<file path="config.mk">
export PLATFORM = sky130hd
export DESIGN_NAME = avalon_pio_in_edge
export DESIGN_NICKNAME = d
export VERILOG_FILES = /design/src/rtl/avalon_pio_in_edge.sv
export SDC_FILE = /design/constraint.sdc
export NUM_CORES = 1
export LEC_CHECK = 0
export CORE_UTILIZATION = 44
export CTS_CLUSTER_DIAMETER = 150
export DETAILED_ROUTE_END_ITERATION = 10
export PLACE_DENSITY = 0.92
export SYNTH_ARGS = -nofsm -noshare
export SYNTH_HDL_FRONTEND = slang
export SYNTH_SLANG_ARGS = --single-unit
export TNS_END_PERCENT = 10
</file>
<file path="constraint.sdc">
create_clock -name clk -period 2.06 [get_ports clk]
set_input_delay 0.206 -clock clk [delete_from_list [all_inputs] [get_ports clk]]
set_output_delay 0.206 -clock clk [all_outputs]
set_load 0.005 [all_outputs]
</file>
<file path="src/rtl/avalon_pio_in_edge.sv">
// avalon_pio_in_edge: Avalon-MM input PIO slave with synchroniser, per-bit edge capture
// and a maskable registered interrupt.
// Register map: 0 data (RO), 1 reserved (RO 0), 2 irqmask (RW), 3 edgecapture (W1C).
// Optional macro PIO_IN_DEBOUNCE_EN adds a per-bit debounce filter between the
// synchroniser and the stable data register.
module avalon_pio_in_edge #(
   parameter int WIDTH        = 6,
   parameter int SYNC_STAGES  = 2,
   parameter int EDGE_TYPE    = 0,
   parameter int IRQ_MODE     = 1,
   parameter int DEBOUNCE_CYC = 16
) (
   input  logic             clk,
   input  logic             reset_n,
   input  logic [1:0]       address,
   input  logic             chipselect,
   input  logic             write_n,
   input  logic [31:0]      writedata,
   input  logic [WIDTH-1:0] in_port,
   output logic [31:0]      readdata,
   output logic             irq
);

`ifdef PIO_IN_DEBOUNCE_EN
   // an input already high at reset release must also clear the debounce filter
   localparam int PRIME_CYC = SYNC_STAGES + 1 + DEBOUNCE_CYC;
`else
   localparam int PRIME_CYC = SYNC_STAGES + 1;
`endif
   localparam int PRIME_W = $clog2(PRIME_CYC + 1);

   logic [SYNC_STAGES-1:0][WIDTH-1:0] sync_q, sync_d;
   logic [WIDTH-1:0] sync_out;
   logic [WIDTH-1:0] data;
   logic [WIDTH-1:0] prev_q, prev_d;
   logic [WIDTH-1:0] mask_q, mask_d;
   logic [WIDTH-1:0] edgecap_q, edgecap_d;
   logic [PRIME_W-1:0] prime_q, prime_d;
   logic [31:0] readdata_q, readdata_d;
   logic irq_q, irq_d;

   logic primed;
   logic wr_en;
   logic [WIDTH-1:0] rise, fall, edge_det, clr, irq_src;
   logic unused_wd;

   // upper writedata bits are don't-care for narrow buses
   assign unused_wd = &{1'b0, writedata};

   assign sync_out = sync_q[SYNC_STAGES-1];
   assign primed   = (prime_q == PRIME_W'(PRIME_CYC));
   assign wr_en    = chipselect & ~write_n;

`ifdef PIO_IN_DEBOUNCE_EN
   localparam int CNT_W = $clog2(DEBOUNCE_CYC + 1);

   logic [WIDTH-1:0][CNT_W-1:0] cnt_q, cnt_d;
   logic [WIDTH-1:0] stable_q, stable_d;

   // per-bit debounce: flip stable bit only after DEBOUNCE_CYC consecutive differing samples
   always_comb begin
      cnt_d    = cnt_q;
      stable_d = stable_q;
      for (int i = 0; i < WIDTH; i++) begin
         if (sync_out[i] == stable_q[i]) begin
            cnt_d[i] = '0;
         end else if (cnt_q[i] == CNT_W'(DEBOUNCE_CYC - 1)) begin
            stable_d[i] = sync_out[i];
            cnt_d[i]    = '0;
         end else begin
            cnt_d[i] = cnt_q[i] + CNT_W'(1);
         end
      end
   end

   // debounce state registers
   always_ff @(posedge clk or negedge reset_n) begin
      if (!reset_n) begin
         cnt_q    <= '0;
         stable_q <= '0;
      end else begin
         cnt_q    <= cnt_d;
         stable_q <= stable_d;
      end
   end

   assign data = stable_q;
`else
   assign data = sync_out;
`endif

   // next-state for synchroniser, edge detect, registers and read mux
   always_comb begin
      sync_d[0] = in_port;
      for (int s = 1; s < SYNC_STAGES; s++) sync_d[s] = sync_q[s-1];

      prev_d  = data;
      prime_d = primed ? prime_q : prime_q + PRIME_W'(1);

      rise = data & ~prev_q;
      fall = ~data & prev_q;
      if (EDGE_TYPE == 0)      edge_det = rise;
      else if (EDGE_TYPE == 1) edge_det = fall;
      else                     edge_det = rise | fall;
      // until the pipeline has filled, prev vs data differences are reset artefacts
      if (!primed) edge_det = '0;

      mask_d = mask_q;
      clr    = '0;
      if (wr_en && address == 2'd2) mask_d = writedata[WIDTH-1:0];
      if (wr_en && address == 2'd3) clr    = writedata[WIDTH-1:0];
      // a new edge in the clearing cycle keeps the flag set
      edgecap_d = (edgecap_q & ~clr) | edge_det;

      irq_src = (IRQ_MODE == 0) ? data : edgecap_q;
      irq_d   = |(irq_src & mask_q);

      case (address)
         2'd0:    readdata_d = 32'(data);
         2'd2:    readdata_d = 32'(mask_q);
         2'd3:    readdata_d = 32'(edgecap_q);
         default: readdata_d = '0;
      endcase
   end

   // state registers, all cleared asynchronously
   always_ff @(posedge clk or negedge reset_n) begin
      if (!reset_n) begin
         sync_q     <= '0;
         prev_q     <= '0;
         prime_q    <= '0;
         mask_q     <= '0;
         edgecap_q  <= '0;
         readdata_q <= '0;
         irq_q      <= 1'b0;
      end else begin
         sync_q     <= sync_d;
         prev_q     <= prev_d;
         prime_q    <= prime_d;
         mask_q     <= mask_d;
         edgecap_q  <= edgecap_d;
         readdata_q <= readdata_d;
         irq_q      <= irq_d;
      end
   end

   assign readdata = readdata_q;
   assign irq      = irq_q;

endmodule
</file>
==> run summary, run 1 <==
The power density normalized to cell area was 919.6 nW/um^2. After detailed placement, the total cell area comes to 1838 um^2. The number of gates resized after CTS was 0.

The fraction of final layout cells with drive strength greater than 1 was 12.50%; the wire length per cell was 12.92 um. The clock arrives with 0.002824 ns of skew. In this run the register-to-register setup slack is 0.83 ns. The worst-skew pair later-pin latency was 0.29 ns; the worst path required time was 2.24 ns. The region available for standard cell placement spans 3468 um^2. The worst setup path is launched from an input pin. Mean cell area of the mapped netlist: 13.39 um^2.

The number of warnings printed during yosys synthesis was 0. The category of the critical setup timing path was input pin to flip-flop. The die covers 4023 um^2. Number of input and output port buffers inserted: 24. The tools report the setup total negative slack as 0 ns. The run gives 2 as the maximum buffer depth of the clock tree. On the critical path, the stage with the largest delay is an instance of sky130_fd_sc_hd__and4bb_1.

The first detailed-routing pass took 4 iterations. The part of the power in registers was 47.7%; the clock sink total was 39. The number of global-route vias before repair is 882, and the worst setup margin is 0.6869 ns. Class of the most critical hold timing path: input pin to asynchronous set/reset pin. Summed over all layers, the routed wires come to 2559 um.

The run gives 190 as the placed cell count. In the global route stage, overall resource usage came out at 14.34%. The via-per-instance ratio was 4.682. Traced cell by cell, the critical path runs through clkdlybuf4s50_1, and4bb_1, mux2_4. The run finished with clean final reports.

The multi-input logic area was 519.2 um^2. The logs give 196 for the count of nets after finishing and 0 for the antenna diode count. In this run the number of H-tree levels came out at 2.

The area taken by flip-flops and latches was 975.9 um^2. The switching power as a share of total power is 20.83%, and the synthesized flop and latch total is 39. TritonCTS built the clock tree. The I/O pin count came out at 77. Setup violations remaining at the end of the flow were counted as 0.

The tools report the total count of hold-check failures in the final report as 0. The number of antenna violations at the first check in global routing was 0. The total overflow left after global routing is 0. For the post-layout total power, the log shows 1.812 mW.

The tree is rooted in a sky130_fd_sc_hd__clkbuf_8. At the end of the flow the core is filled with cells to 56.82%. The net switching power of the design was 0.3775 mW. Once detailed placement completed, the half-perimeter wirelength came to 1756 um. For the overall via count from detail_route, the log shows 927.

For the largest net degree at the start of global routing, the log shows 40. The first-pass GRT wire length is 4243 um. The routability congestion estimate is 0.8408, and the worst-case vdd ir drop is 0.0003184 V. Maximum fanout count along the critical path: 6.

The capturing element type of the critical path was a flip-flop. In this run, the combinational gates consume 11.2% of the power. The tools report the placement row count as 21.

Post-route antenna net violation count: 0. The die is 63.43 um tall. The run gives 5 as the number of CTS-inserted buffers.

Achievable clock frequency: 728.3 MHz. The final non-filler cell area came out at 1971 um^2. The cell count after synthesis came out at 124. After synthesis, flip-flops and latches occupy 58.78% of the total area. The top-area cell type share of the netlist area was 58.78%. The leakage component of the power was 0.9158 nW. The number of max-slew violations in the final report is 0.

Worst slack after detailed placement: 0.3784 ns. The largest single stage delay on the critical path is 0.56 ns. By area the synthesized netlist is led by sky130_fd_sc_hd__dfrtp_1, sky130_fd_sc_hd__buf_4, sky130_fd_sc_hd__mux2_4.

The fill cell instance count of the final layout was 291. Leaving out filler cells and counting taps, the final layout contains 198. The signal arrival time at the worst endpoint was 1.55 ns.

The die is 63.43 um wide. Setup repair after global routing left no endpoint under its margin. From synthesis to final layout, the design area changed by 18.69%.

For this run, design rule violations remaining after detail routing come to 0. The number of buffers inserted for hold repair after clock tree synthesis came out at 0. Across the run, the number of max-cap violations was 0. The clock period could shrink to 1.373 ns. After clock tree synthesis, the clock-pin slew on the worst setup and hold paths is 0.07 ns. After layout, the worst path uses 66.66% of the clock period. The detailed router finished its first iteration with 67 violations. The run gives 1.435 mW as the internal power component.

Of the total power, the clock network draws 41.1%. The number of different library cells used by synthesis comes to 20. The synthesized netlist occupies a cell area of 1660 um^2.

Across all hold checks on the routed design, the worst slack comes to 0.3394 ns. Once the clock tree was built, the setup fixing pass inserted 0 buffers. The synthesized design spends more area on one cell type than any other, namely sky130_fd_sc_hd__dfrtp_1.

Once the floorplan was initialized, standard cells occupied 47.87% of the core. The depth of the worst register-to-register path came out at 2.
-- cell type report --
class,instances,area share [%]
Clock buffer,6,3.683
Clock inverter,2,3.048
Inverter,6,1.143
Multi-Input combinational cell,72,26.35
Sequential cell,39,49.52
Tap cell,46,2.921
Timing Repair Buffer,27,13.33
-- cell usage in the layout (no fill, tap or decap), drive strengths merged --
cell           count
buf                3
nand2b             6
ha                 1
clkdlybuf4s50     24
and4bb             1
a22oi              3
nand3b             6
bufinv             2
clkbuf             6
mux2               7
o211ai             6
mux2i              6
dfrtp             39
o2bb2ai            6
conb              26
xnor2              1
and2               1
inv                6
and4b              1
nand3              1
-- cells in the mapped netlist (all sizes together) --
cell type,instances
dfrtp,39
buf,29
mux2,7
inv,6
mux2i,6
nand2b,6
nand3b,6
o211ai,6
o2bb2ai,6
a22oi,3
clkbuf,3
and2,1
and4b,1
and4bb,1
conb,1
ha,1
nand3,1
xnor2,1
-- sequential cells by signal, summed over array words and instances, names as in the netlist --
name       cells
readdata       6
mask_q         6
edgecap_q      6
irq            1
sync_d         6
prime_q        2
prev_q         6
data           6
-- per-layer routing --
| metal | routed length (um) | GRT usage, % |
|---|---|---|
| met3 | 221 | 5.797 |
| met2 | 1227 | 22.34 |
| met1 | 1050 | 16.33 |
| met4 | 59 | 8.807 |
| met5 | 0 | 0 |
-- worst paths after layout --
path / from / endpoint
max: address[0] / mask_q[4]
min: reset_n / mask_q[4]
max reg2reg: prime_q[0] / prime_q[1]
min reg2reg: sync_d[9] / data[3]
max in group asynchronous: reset_n / edgecap_q[4]
min in group clk: in_port[0] / sync_d[6]
-- logic make-up (layout without fill, tap and decap cells) --
group	Yosys count	after routing	share of synthesized area, %
flip-flops	39	39	58.78
buffers and inverters	38	41	15.60
AND/OR/NAND/NOR	16	16	7.159
AO/OA/AOI/OAI	15	15	7.234
multiplexers	13	13	9.721
adder cells (fa/ha/maj)	1	1	0.7535
other	1	26	0.2259
XOR/XNOR	1	1	0.5276
-- worst max-delay path: cells and delay by family --
family | cells | cell delay, ns
buffers and inverters | 1 | 0.44
and+or+nand+nor | 1 | 0.56
muxes | 1 | 0.35
-- power groups by stage --
| stage | clock network (mW) | logic [mW] | registers [mW] |
|---|---|---|---|
| after detailed placement | 0 | 0.201 | 0.878 |
| after global placement | 0 | 0.194 | 0.874 |
| after floorplan | 0 | 0.143 | 0.871 |
| after global routing | 0.783 | 0.220 | 0.874 |
| final | 0.745 | 0.202 | 0.865 |
| after CTS | 0.756 | 0.203 | 0.864 |
Note: power is estimated with default switching activity, not from simulation.
==> run 2, diff against run 1 <==
Settings changed: CORE_UTILIZATION 44 to 41, PLACE_DENSITY 0.92 to 0.87.
Clock period 2.06 ns to 1.3 ns, I/O delays scaled along.
==> run summary, run 2 (synthesis gave the netlist of run 1 again) <==
The flow ran to the end, and the final reports show no timing, DRC or antenna violations. Critical-path cell with the highest stage delay: sky130_fd_sc_hd__clkdlybuf4s50_1. The initial core utilization is 44.03% (-3.8 points).

The count of cell instances traversed by the critical path is 1 (-2). Start point of the worst hold path: in_port[5]. The tools report the setup total negative slack as 0 ns (unchanged).

The instance count along the most critical hold path was 1; the final non-filler cell area was 1957 um^2 (-0.70%). For the die footprint, the log shows 4308 um^2 (+7.1%). By startpoint and endpoint, the worst setup path is classified as flip-flop to output pin. The die height was 65.64 um (+3.5%); the worst path required time was 1.17 ns (-1.07 ns). The via-per-instance ratio was 4.547 (-2.9%); the number of standard cells in the final layout excluding fillers was 203 (+2.5%). The tools report the antenna diode count as 0 (unchanged). The leakage component of the power is 0.9204 nW (+0.50%). For the post-route clock skew, the log shows 0.008536 ns (+0.005712 ns).

The overall via count from detail_route was 923 (-0.43%); the worst-skew pair later-pin latency was 0.28 ns (about the same). The biggest cell delay along the critical path was 0.49 ns (-0.07 ns). In this run the clock root is driven by a sky130_fd_sc_hd__clkbuf_8. The fraction of final layout cells with drive strength greater than 1 was 13.55% (+1.0 points); the number of remaining DRC errors was 0 (unchanged). TritonCTS built the clock tree.

The run gives 2 (unchanged) as the depth of the CTS H-tree. The logs give 40 (unchanged) for the largest net degree at the start of global routing and 3771 um^2 (+8.7%) for the core area. The aggregate global routing overflow came out at 0 (unchanged). The routability congestion estimate is 0.7494 (-11%).

Setup repair after global routing left no endpoint under its margin. The count of nets after finishing was 199 (+1.5%). The first-pass GRT wire length came out at 4298 um (+1.3%). The sum of buffers and inverters on the critical path was 1 (unchanged); the first-pass detailed-route iteration total was 4 (unchanged). The aggregate routed wire length was 2531 um (-1.1%).

The number of global-route vias before repair is 890 (+0.91%). For the total count of hold-check failures in the final report, the log shows 0 (unchanged). The origin of the worst setup path was readdata[0]. The number of max-capacitance violations reported is 0 (unchanged), and the final count of negative-setup-slack endpoints is 0 (unchanged). The placement row count was 22 (+4.8%). Relative to the synthesized area, the layout overhead comes to 17.86%.

For the overall fraction of global-route tracks in use, the log shows 13.67% (-0.67 points). The launching element type of the critical path is a flip-flop. The maximum fanout count along the critical path is 1 (-5), and the fill cell instance count of the final layout is 322 (+11%). The depth of the worst register-to-register path works out to 4 (+2). The clock-pin transition on the worst setup and hold timing paths works out to 0.07 ns (about the same).

In the layout the commonest cells are sky130_fd_sc_hd__dfrtp_1, sky130_fd_sc_hd__conb_1, sky130_fd_sc_hd__clkdlybuf4s50_1. STA classifies the critical path endpoint as an output pin. The area taken by flip-flops and latches is 975.9 um^2 (unchanged). The number of input and output port buffers inserted works out to 24 (unchanged). Traced cell by cell, the critical path runs through clkdlybuf4s50_1. For the signal arrival time at the worst endpoint, the log shows 1.10 ns (-0.45 ns).

The tools report the maximum buffer depth of the clock tree as 2 (unchanged). The worst-case vdd ir drop is 0.0005718 V (+80%), and the x dimension of the die is 65.64 um (+3.5%). Dividing the final minimum period by the clock period gives 94.69%.

The run gives 51.89% (-4.9 points) as the utilization after layout. The wire length per cell was 12.47 um (-3.5%); the post-route antenna net violation count was 0 (unchanged). The placed cell count is 194 (+2.1%). Largest delay contributor family on the critical path: buffers and inverters.

The slack of the worst reg-to-reg path came out at 0.19 ns (-0.64 ns). Multi-input logic area: 519.2 um^2 (unchanged). The number of CTS-inserted buffers came out at 5 (unchanged).

The clock sink total was 39 (unchanged). The min-delay analysis places its worst path in the category input pin to flip-flop. The achievable clock frequency is 812.4 MHz. The run gives 1758 um (+0.14%) as the placed wire-length estimate. The tools report the placed cell area as 1863 um^2 (+1.4%).

The run gives 60 (-10%) as the number of DRC markers in iteration 0. The tools report the worst flop-to-flop path startpoint as prime_q[0]. The run gives 77 (unchanged) as the I/O pin count. For the number of antenna violations at the first check in global routing, the log shows 0 (unchanged). For the finished layout, the period the worst path requires is 1.231 ns. For the number of max-slew violations in the final report, the log shows 0 (unchanged). The power density normalized to cell area is 1250 nW/um^2 (+36%). Leaving out fill and tap cells, the most frequent cell in the layout is sky130_fd_sc_hd__dfrtp_1.
==> run 2: cell types whose count changed in the layout (fill, tap and decap cells not counted) <==
cell / delta
sky130_fd_sc_hd__buf_12: +1
sky130_fd_sc_hd__buf_2: +1
sky130_fd_sc_hd__buf_4: +1
sky130_fd_sc_hd__bufinv_16: -2
sky130_fd_sc_hd__clkbuf_1: +1
sky130_fd_sc_hd__clkdlybuf4s50_1: -2
sky130_fd_sc_hd__clkinv_2: +1
sky130_fd_sc_hd__dlygate4sd3_1: +1
sky130_fd_sc_hd__dlymetal6s2s_1: +1
==> run 2: metal layers <==
layer  vias to the layer above  global-route usage [%]  part of all wire, %
met3                         2                   4.861                  8.3
met4                         0                   6.522                 0.55
li1                        429                       -                    -
met5                         -                       0                    0
met1                       446                   18.21                   46
met2                        46                   19.64                   45
==> run 2: cell type report <==
class / instances / area share (%)
Clock buffer: 7 / 3.900
Multi-Input combinational cell: 72 / 26.53
Timing Repair Buffer: 30 / 15.22
Clock inverter: 1 / 0.2558
Sequential cell: 39 / 49.87
Tap cell: 48 / 3.069
Inverter: 6 / 1.151
==> run 2: power by group <==
group	internal (mW)	leakage [nW]	switching, mW
sequential	1.31	0.435	0.0590
clock	0.376	0.0422	0.382
combinational	0.198	0.443	0.119
total	1.89	0.920	0.560
==> run 2: final timing paths <==
kind | endpoint
setup / recovery | readdata[0]
hold / removal | sync_d[11]
setup reg to reg | edgecap_q[0]
hold reg to reg | data[0]
max in group asynchronous | sync_d[10]
min in group asynchronous | data[5]
==> run 2: stage by stage <==
step	power, mW	hold WS (ns)	setup WS [ns]
floorplan	1.606	-0.1656	0.1030
global placement	1.698	0.2063	-0.1275
detailed placement	1.713	0.2101	-0.1676
CTS	2.478	0.2740	0.04147
global route	2.588	0.2742	0.009080
finish	2.445	0.2807	0.06902
==> run 2: timing repair <==
item                                    4_1_cts  5_1_grt
endpoints found under the setup margin        0        1
hold buffers                                  1        0
gates resized for setup                       0        1
endpoints found under the hold margin        39        0
buffers inserted                              0        0
